==> config.mk <==
export PLATFORM = sky130hd
export DESIGN_NAME = qmult_seq
export DESIGN_NICKNAME = d
export VERILOG_FILES = /design/src/rtl/qfix_pkg.sv /design/src/rtl/qmult_seq.sv
export SDC_FILE = /design/constraint.sdc
export NUM_CORES = 1
export LEC_CHECK = 0
export BUFFER_PORTS_ARGS = -buffer_cell sky130_fd_sc_hd__buf_2
export CAP_MARGIN = 10
export CORE_UTILIZATION = 55
export DETAILED_ROUTE_END_ITERATION = 12
export PLACE_DENSITY = 0.76
export SYNTH_ARGS = -nofsm -noshare
export SYNTH_HDL_FRONTEND = slang
export SYNTH_SLANG_ARGS = --single-unit
==> constraint.sdc <==
create_clock -name clk -period 5.95 [get_ports clk]
set_clock_uncertainty 0.2 [all_clocks]
set_input_delay 0.595 -clock clk [delete_from_list [all_inputs] [get_ports clk]]
set_output_delay 0.595 -clock clk [all_outputs]
set_load 0.05 [all_outputs]
==> src/rtl/qfix_pkg.sv <==
// ---------------------------------------------------------------------------
// qfix_pkg -- shared definitions for the sign-magnitude Q-format datapath
// (qmult_seq, qadd).
//   QFIX_Q / QFIX_N : default fractional bits / total word width
//   QFIX_MAG_W      : magnitude width (N-1)
//   QFIX_PROD_W     : full magnitude product width (2N-2)
//   QFIX_CNT_W      : shift-add step counter width, clog2(N-1)
//   qfix_state_e    : multiplier FSM encoding (IDLE=0, CALC=1, DONE=2)
// ---------------------------------------------------------------------------
package qfix_pkg;

  localparam int QFIX_Q      = 15;
  localparam int QFIX_N      = 32;
  localparam int QFIX_MAG_W  = QFIX_N - 1;
  localparam int QFIX_PROD_W = 2 * QFIX_N - 2;
  localparam int QFIX_CNT_W  = $clog2(QFIX_N - 1);

  typedef enum logic [1:0] {
    ST_IDLE = 2'd0,
    ST_CALC = 2'd1,
    ST_DONE = 2'd2
  } qfix_state_e;

endpackage

==> src/rtl/qmult_seq.sv <==
// ---------------------------------------------------------------------------
// qmult_seq -- multi-cycle sign-magnitude fixed-point multiplier.
// One shift-add step per clock; N-1 steps per product, no early-out.
//
// Ports:
//   clk        : clock, all state changes on rising edge
//   rst        : synchronous active-high reset, aborts any operation
//   in_valid   : a/b valid
//   in_ready   : block idle and able to accept operands
//   a, b       : multiplicand / multiplier, sign-magnitude Q format
//   out_valid  : c/ovf valid, held until out_ready
//   out_ready  : consumer accepts the result
//   c          : product, sign-magnitude Q format (truncated toward zero)
//   ovf        : product magnitude exceeds N-1 bits
//
// Build option: define QMULT_SAT_EN to saturate the magnitude of c to
// all-ones when ovf is set. ovf itself is identical in both builds.
// ---------------------------------------------------------------------------
module qmult_seq
  import qfix_pkg::*;
#(
  parameter int Q = QFIX_Q,
  parameter int N = QFIX_N
) (
  input  logic         clk,
  input  logic         rst,
  input  logic         in_valid,
  output logic         in_ready,
  input  logic [N-1:0] a,
  input  logic [N-1:0] b,
  output logic         out_valid,
  input  logic         out_ready,
  output logic [N-1:0] c,
  output logic         ovf
);

  localparam int MAG_W  = N - 1;
  localparam int PROD_W = 2 * N - 2;
  localparam int CNT_W  = $clog2(N - 1);
  localparam logic [CNT_W-1:0] LAST_STEP = CNT_W'(N - 2);

  qfix_state_e        r_state;
  logic               r_sign;
  logic [MAG_W-1:0]   r_mcand;
  logic [MAG_W-1:0]   r_mplier;
  logic [PROD_W-1:0]  r_acc;
  logic [CNT_W-1:0]   r_cnt;
  logic [N-1:0]       r_c;
  logic               r_ovf;
  logic               r_out_valid;
  logic               r_in_ready;

  logic [PROD_W-1:0]  w_addend;
  logic [PROD_W-1:0]  w_acc_next;
  logic               w_ovf_next;
  logic [MAG_W-1:0]   w_mag;
  logic [N-1:0]       w_c_next;

  // Accumulator value after the current step; on the last step this is the
  // final product, so the result can be registered on that same edge.
  always_comb begin
    w_addend = '0;
    if (r_mplier[r_cnt])
      w_addend = {{(PROD_W - MAG_W){1'b0}}, r_mcand} << r_cnt;
    w_acc_next = r_acc + w_addend;
    w_ovf_next = |w_acc_next[PROD_W-1:Q+N-1];
`ifdef QMULT_SAT_EN
    w_mag = w_ovf_next ? {MAG_W{1'b1}} : w_acc_next[Q+N-2:Q];
`else
    w_mag = w_acc_next[Q+N-2:Q];
`endif
    // A zero magnitude always carries a positive sign (no negative zero).
    w_c_next = {r_sign & (|w_mag), w_mag};
  end

  always_ff @(posedge clk) begin
    if (rst) begin
      r_state     <= ST_IDLE;
      r_sign      <= 1'b0;
      r_mcand     <= '0;
      r_mplier    <= '0;
      r_acc       <= '0;
      r_cnt       <= '0;
      r_c         <= '0;
      r_ovf       <= 1'b0;
      r_out_valid <= 1'b0;
      r_in_ready  <= 1'b1;
    end else begin
      case (r_state)
        ST_IDLE: begin
          if (in_valid && r_in_ready) begin
            r_sign     <= a[N-1] ^ b[N-1];
            r_mcand    <= a[N-2:0];
            r_mplier   <= b[N-2:0];
            r_acc      <= '0;
            r_cnt      <= '0;
            r_in_ready <= 1'b0;
            r_state    <= ST_CALC;
          end
        end
        ST_CALC: begin
          r_acc <= w_acc_next;
          r_cnt <= r_cnt + 1'b1;
          if (r_cnt == LAST_STEP) begin
            r_c         <= w_c_next;
            r_ovf       <= w_ovf_next;
            r_out_valid <= 1'b1;
            r_state     <= ST_DONE;
          end
        end
        ST_DONE: begin
          if (out_ready) begin
            r_out_valid <= 1'b0;
            r_in_ready  <= 1'b1;
            r_state     <= ST_IDLE;
          end
        end
        default: begin
          r_state     <= ST_IDLE;
          r_out_valid <= 1'b0;
          r_in_ready  <= 1'b1;
        end
      endcase
    end
  end

  assign in_ready  = r_in_ready;
  assign out_valid = r_out_valid;
  assign c         = r_c;
  assign ovf       = r_ovf;

endmodule
==> flow_summary_export.csv, run 1 <==
group,metric,value,unit
power_and_ir_drop,p_leak,5.52,nW
yosys,avgSynthCellArea,7.36,um^2
hold_path,min_path_cells,3,
yosys,synth_flop_cell,"dfxtp_1",
setup_path,path_class,"reg -> reg",
setup_path,reg2regPathDepth,21,
hold_path,min_path_type,"in -> reg",
placement,dpl.hpwl,29800,um
layout,fin_nets,1837,
global_routing,grt_start_max_net_pins,71,
yosys,synthXorXnorAreaFrac,3.89,%
routing,drc,0,
floorplan,die_w,151,um
yosys,yosys.area_share.simple,25.2,%
floorplan,std_cell_rows,54,
setup_path,cp-end-kind,"flip-flop",
routing,top_layer,"met4",
timing,max_clock_freq,0.175,GHz
routing,drtPass1Iterations,5,
placement,globalplace.congestion,1.01,
clock_network,cts_sinks,167,
setup_path,rr_startpoint,"r_cnt[1]",
setup_path,r2r_end,"c[31]",
clock_network,cts_tree,"done",
timing,timing.final.crit_share,96.1,%
routing,vias_per_cell,6.24,
clock_network,ctsHoldBuffers,0,
global_routing,antenna_found_initial,0,
routing,ant_nets,0,
routing,routed_wl,39300,um
routing,met3_length,2130,um
yosys,synth-warning-count,0,
setup_path,r2r_slack,230,ps
clock_network,ctsRootBufferMaster,"clkbuf_16",
timing,min_period,5720,ps
power_and_ir_drop,irDropWorstVdd,0.000167,V
timing,setup_tns,0,ps
floorplan,dieArea,0.0227,mm^2
global_routing,grt_use_total,35.0,%
job,drv_cap,0,
setup_path,critPathRequiredTime,6070,ps
clock_network,cts_buffers,17,
global_routing,grt_pass1_vias,11400,
setup_path,start_kind,"flip-flop",
floorplan,core_area,0.0218,mm^2
routing,wl_met1,17300,um
floorplan,initial_core_util,55.9,%
global_routing,grt_pass1_wl,61200,um
hold_path,holdPathEnd,"r_mcand[27]",
run_status,status,"completed",
yosys,synth_top_family_by_area,"simple AND/OR/NAND/NOR gates",
yosys,synthMuxAreaShare,8.78,%
yosys,ys_seq_area_share,27.5,%
hold_path,hold_start,"a[27]",
floorplan,die_h,151,um
power_and_ir_drop,power_density,196,mW/mm^2
timing,relSlewSlack,52.5,%
placement,io_buffers,102,
layout,syn_to_final_growth,12.5,%
timing,drv_slew,0,
yosys,ys_types,76,
yosys,synth_edf_count,0,
global_routing,grt_overflow,0,
clock_network,h-tree-depth,4,
yosys,syn_inst,1652,
yosys,synthAdderAreaFrac,6.65,%
yosys,synth_compound_area_share,23.6,%
timing,hold_viol_final,0,
setup_path,cp_max_fo,23,
timing,tightest_slew,713,ps
clock_network,clock_path_buffers,2,
clock_network,clock_latency,440,ps
yosys,syn_area,0.0122,mm^2
timing,setup_viol,0,
layout,final_layout_size_suffix_gt1_share,15.8,%
yosys,ys_ff_latch,167,
layout,antennaDiodeCount,0,
routing,drt-initial-drc-count,1018,
yosys,synth_nets,1784,
routing,wl_per_cell,19.7,um
setup_path,cp.arrival,5840,ps
routing,vias,12500,
yosys,synthArstFlopShare,0,%
floorplan,io_pins,103,
layout,fin_util,62.9,%
clock_network,clk_pin_slew,80,ps
routing,dr_wl_met2,18300,um
==> layout make-up <==
type	instances	area, um^2
Clock buffer	17	425
Clock inverter	15	181
Fill cell	2017	8070
Inverter	17	63.8
Multi-Input combinational cell	1349	8390
Sequential cell	167	3350
Tap cell	280	350
Timing Repair Buffer	153	918
==> per-layer routing <==
| metal | GRT usage, % | vias to the layer above |
|---|---|---|
| met5 | 0 | - |
| met4 | 14.1 | 0 |
| met3 | 4.91 | 94 |
| met2 | 57.2 | 450 |
| met1 | 46.2 | 5885 |
| li1 | - | 6029 |
==> how the worst max path moves through the flow <==
stage	startpoint	to	slack (ps)	depth (start not counted)
floorplan	r_cnt[1]	c[31]	300	24
CTS	r_cnt[0]	c[31]	30	19
global route	r_cnt[1]	c[31]	-5	21
detailed placement	r_cnt[0]	c[31]	-10	20
global placement	r_cnt[0]	c[31]	20	20
finish	r_cnt[1]	c[31]	230	21
==> logic make-up (layout without fill, tap and decap cells) <==
group                      count (synthesis)  count (layout)
muxes                                     71              71
buffers and inverters                    136             202
xor gates and xnor gates                  54              54
AOI/OAI and AO/OA                        471             471
DFF                                      167             167
and+or+nand+nor                          689             689
adders and majority gates                 64              64
==> what timing repair did <==
action,4_1_cts,5_1_grt
buffers inserted,0,1
endpoints found under the setup margin,2,3
resized for setup,5,24
pin swaps,0,4
==> critical path, stage by stage (launching register included) <==
cell	delay, ps
dfxtp_4	450
buf_6	240
mux2_2	370
nand2_1	70
o21ai_0	220
o21ai_1	320
nor2_1	70
a21oi_1	170
nor2b_1	250
a211oi_2	110
ha_2	360
a21o_1	190
a21o_1	190
a221oi_2	330
nand2_1	160
a221oi_4	330
a21oi_1	120
or3_1	400
a211o_1	330
nor4_2	250
nand4_1	110
o41a_1	330
==> stage by stage <==
step | setup slack, ps | total power, mW | instance area [um^2] | instances | hold WS (ps)
after CTS | 34.2 | 2.69 | 13600 | 1997 | 180
final | 230 | 2.69 | 13700 | 1998 | 179
after global routing | -4.61 | 2.78 | 13700 | 1998 | 170
after detailed placement | -11.6 | 1.55 | 13000 | 1965 | 244
after global placement | 15.3 | 1.54 | 13000 | 1965 | 239
after floorplan | 302 | 1.44 | 12200 | 1652 | 233
==> cell usage in the layout (no fill, tap or decap), drive strengths merged, types with 17 or more instances in the layout <==
master  synthesis  routed
nor3           27      27
mux4           27      27
buf            27     153
inv            17      23
a21oi         241     241
clkbuf         92      17
nand2         318     318
o21ai          63      63
nor2b          19      19
nor2          164     164
xnor2          31      31
nand4          26      26
mux2i          29      29
a21o           32      32
xor2           23      23
nand3          61      61
ha             63      63
dfxtp         167     167
a211oi         26      26
a31oi          28      28
==> sequential cells by signal, indices dropped and copies added, names as in the netlist <==
signal / flops
r_cnt: 5
out_valid: 1
r_state: 2
r_acc: 62
ovf: 1
c: 32
r_mplier: 31
r_sign: 1
r_mcand: 31
in_ready: 1
==> Yosys cell counts (all sizes together) (8+ instances only) <==
library cell	instances	share of area, %
and2	11	0.57
xnor2	31	2.2
o31ai	8	0.49
nand2b	9	0.46
nand3	61	2.5
nor3	27	1.2
a31oi	28	1.4
nand4	26	1.3
and4	12	0.86
a21o	32	2.0
nand2	318	9.8
a211oi	26	1.6
nor2	164	5.1
a21oi	241	10
nor2b	19	0.98
buf	27	1.0
o21ai	63	2.6
mux2	15	1.4
o21a	11	0.68
clkbuf	92	2.8
mux2i	29	2.4
nor4	8	0.46
or3	11	0.57
and3	12	0.62
o21bai	10	0.62
dfxtp	167	27
ha	63	6.5
xor2	23	1.7
inv	17	0.52
mux4	27	5.0
==> report_power, final <==
group          switching, mW  internal [mW]
sequential            0.0311           1.15
clock                  0.581          0.570
combinational          0.225          0.133
Note: power is estimated with default switching activity, not from simulation.
==> run 2: changes to the inputs <==
--- a/config.mk
+++ b/config.mk
@@ -10,6 +10,7 @@
 export CORE_UTILIZATION = 55
 export DETAILED_ROUTE_END_ITERATION = 12
 export PLACE_DENSITY = 0.76
+export RECOVER_POWER = 25
 export SYNTH_ARGS = -nofsm -noshare
 export SYNTH_HDL_FRONTEND = slang
 export SYNTH_SLANG_ARGS = --single-unit
==> run 2 against run 1 <==
Compared with the run above:
- the run now ends with max-capacitance violations, max-slew violations left
- register-to-register slack gained 30 ps
- first-iteration DRC count up 11%
- sequential share of layout area increased by 0.11 points
- clock power hardly changed
- count of clock-buffer cells in the layout did not move
- maximum frequency grew 0.54%
- sequential power hardly changed
- combinational power is essentially flat
- die area unchanged
- critical path type unchanged
- critical endpoint unchanged
- highest routed layer unchanged
==> flow_summary_export.csv, run 2 (synthesis results as in run 1) <==
group,metric,value,unit
routing,drtPass1Iterations,6,
clock_network,h-tree-depth,4,
setup_path,crit_chain,"buf_6 > mux2_2 > nand2_1 > o21ai_0 > o21ai_1 > nor2_1 > a21oi_1 > nor2b_1 > a211oi_2 > ha_2 > a21o_1 > a21o_1 > a221oi_2 > nand2_1 > a221oi_4 > a21oi_1 > or3_1 > a211o_1 > nor4_2 > nand4_1 > o41a_1",
hold_path,min_path_type,"in -> reg",
power_and_ir_drop,p_leak,5.36,nW
floorplan,io_pins,103,
global_routing,grt_start_max_net_pins,71,
run_status,status,"complete, but fails checks",
setup_path,slowest_stage,"dfxtp_4",
layout,antennaDiodeCount,0,
layout,largest_register_ffs,62,
placement,dpl.hpwl,29800,um
routing,drc,0,
routing,vias,12400,
layout,final_cell_mix,"nand2_1, a21oi_1, nor2_1, dfxtp_1, buf_2",
setup_path,critPathRequiredTime,6060,ps
global_routing,grt_use_total,35.0,%
routing,ant_nets,0,
placement,pre_cts_ws,-11.6,ps
setup_path,r2r_slack,260,ps
setup_path,cp_max_fo,23,
layout,fin_nets,1837,
hold_path,min_path_cells,3,
timing,setup_viol,0,
global_routing,grt_pass1_wl,61200,um
timing,hold_viol_final,0,
global_routing,antenna_found_initial,0,
timing,relSlewSlack,-77.8,%
timing,timing.final.crit_share,95.6,%
floorplan,die_w,151,um
floorplan,std_cell_rows,54,
global_routing,use_met1,46.2,%
setup_path,r2r_end,"c[31]",
floorplan,core_area,0.0218,mm^2
layout,fin_util,62.6,%
power_and_ir_drop,power_density,197,mW/mm^2
run_status,violations,"max-capacitance violations, max-slew violations",
layout,final_layout_size_suffix_gt1_share,13.6,%
clock_network,ctsRootBufferMaster,"clkbuf_16",
setup_path,cp-end-kind,"flip-flop",
layout,final_common_cell,"nand2_1",
setup_path,crit_end,"c[31]",
timing,timing.final.ws_setup,261,ps
placement,globalplace.congestion,1.01,
placement,io_buffers,102,
timing,tightest_slew,2670,ps
routing,routed_wl,39300,um
setup_path,start_kind,"flip-flop",
setup_path,cp-startpoint,"r_cnt[1]",
layout,fill_cells,2039,
layout,syn_to_final_growth,12.0,%
clock_network,cts_tree,"done",
clock_network,cts_buffers,17,
floorplan,dieArea,0.0227,mm^2
global_routing,grtUsageMet2,57.2,%
clock_network,cts_sinks,167,
layout,finalNonFillerCells,1998,
clock_network,clock_latency,440,ps
routing,drt-initial-drc-count,1131,
global_routing,top_usage_layer,"met2",
setup_path,rr_startpoint,"r_cnt[1]",
global_routing,grt_pass1_vias,11400,
setup_path,cp_slowest_stage_delay,450,ps
power_and_ir_drop,irDropWorstVdd,0.000164,V
setup_path,path_class,"reg -> reg",
routing,vias_per_cell,6.23,
timing,drv_slew,120,
global_routing,use_met3,4.91,%
clock_network,ctsHoldBuffers,0,
placement,placedCellCount,1965,
global_routing,grt_overflow,0,
clock_network,clk_pin_slew,80,ps
timing,min_period,5690,ps
setup_path,reg2regPathDepth,21,
clock_network,clock_path_buffers,2,
job,drv_cap,2,
timing,max_clock_freq,0.176,GHz
floorplan,initial_core_util,55.9,%
setup_path,cp.arrival,5800,ps
routing,wl_per_cell,19.7,um
floorplan,die_h,151,um
layout,top_register,"r_acc",
[run 2: cell types whose count changed in the layout (fill, tap and decap cells not counted), sizes merged]
cell,delta
clkbuf,+37
buf,-37
[run 2: repair_timing]
action,CTS,global route
pin swaps,0,4
endpoints found under the setup margin,2,3
setup buffers,0,1
gates resized for setup,5,24
[run 2: worst min-delay path by stage]
stage	start	to
3_5_place_dp	c[26]	c[26]
2_1_floorplan	r_mplier[10]	r_mplier[10]
4_1_cts	b[14]	r_mplier[14]
3_3_place_gp	c[28]	c[28]
5_1_grt	b[22]	r_mplier[22]
6_report	a[26]	r_mcand[26]
[run 2: layout make-up]
class                           instances  area [um^2]  area share [%]
Clock buffer                           17          425            3.12
Inverter                               17         63.8           0.468
Timing Repair Buffer                  153          867            6.36
Sequential cell                       167         3350            24.6
Multi-Input combinational cell       1349         8380            61.5
Clock inverter                         15          181            1.33
Tap cell                              280          350            2.57
[run 2: critical path, delay by kind of cell, from the launching register on]
family	cells	cell delay, ps
compound gates	11	2620
buf+inv	1	230
flops	1	450
mux	1	370
simple gates	7	1320
fa+ha+maj	1	360
[run 2: layer usage]
metal,up-vias,share of wire (%)
li1,6027,-
met1,5851,43
met2,485,47
met3,81,6.0
met4,0,3.8
met5,-,0
[run 2: per-stage QoR]
stage	total power, mW	hold slack (ps)	TNS [ps]	instance area, um^2
final	2.69	183	0	13600
after global routing	2.78	170	-4.61	13600
after CTS	2.69	180	0	13600
after detailed placement	1.55	244	-11.6	13000
after global placement	1.54	239	0	13000
after floorplan	1.44	233	0	12200
[run 2: power by group]
group	leakage, nW	internal [mW]	switching (mW)
sequential	1.36	1.15	0.0311
clock	0.287	0.571	0.579
combinational	3.71	0.133	0.226
total	5.36	1.85	0.836
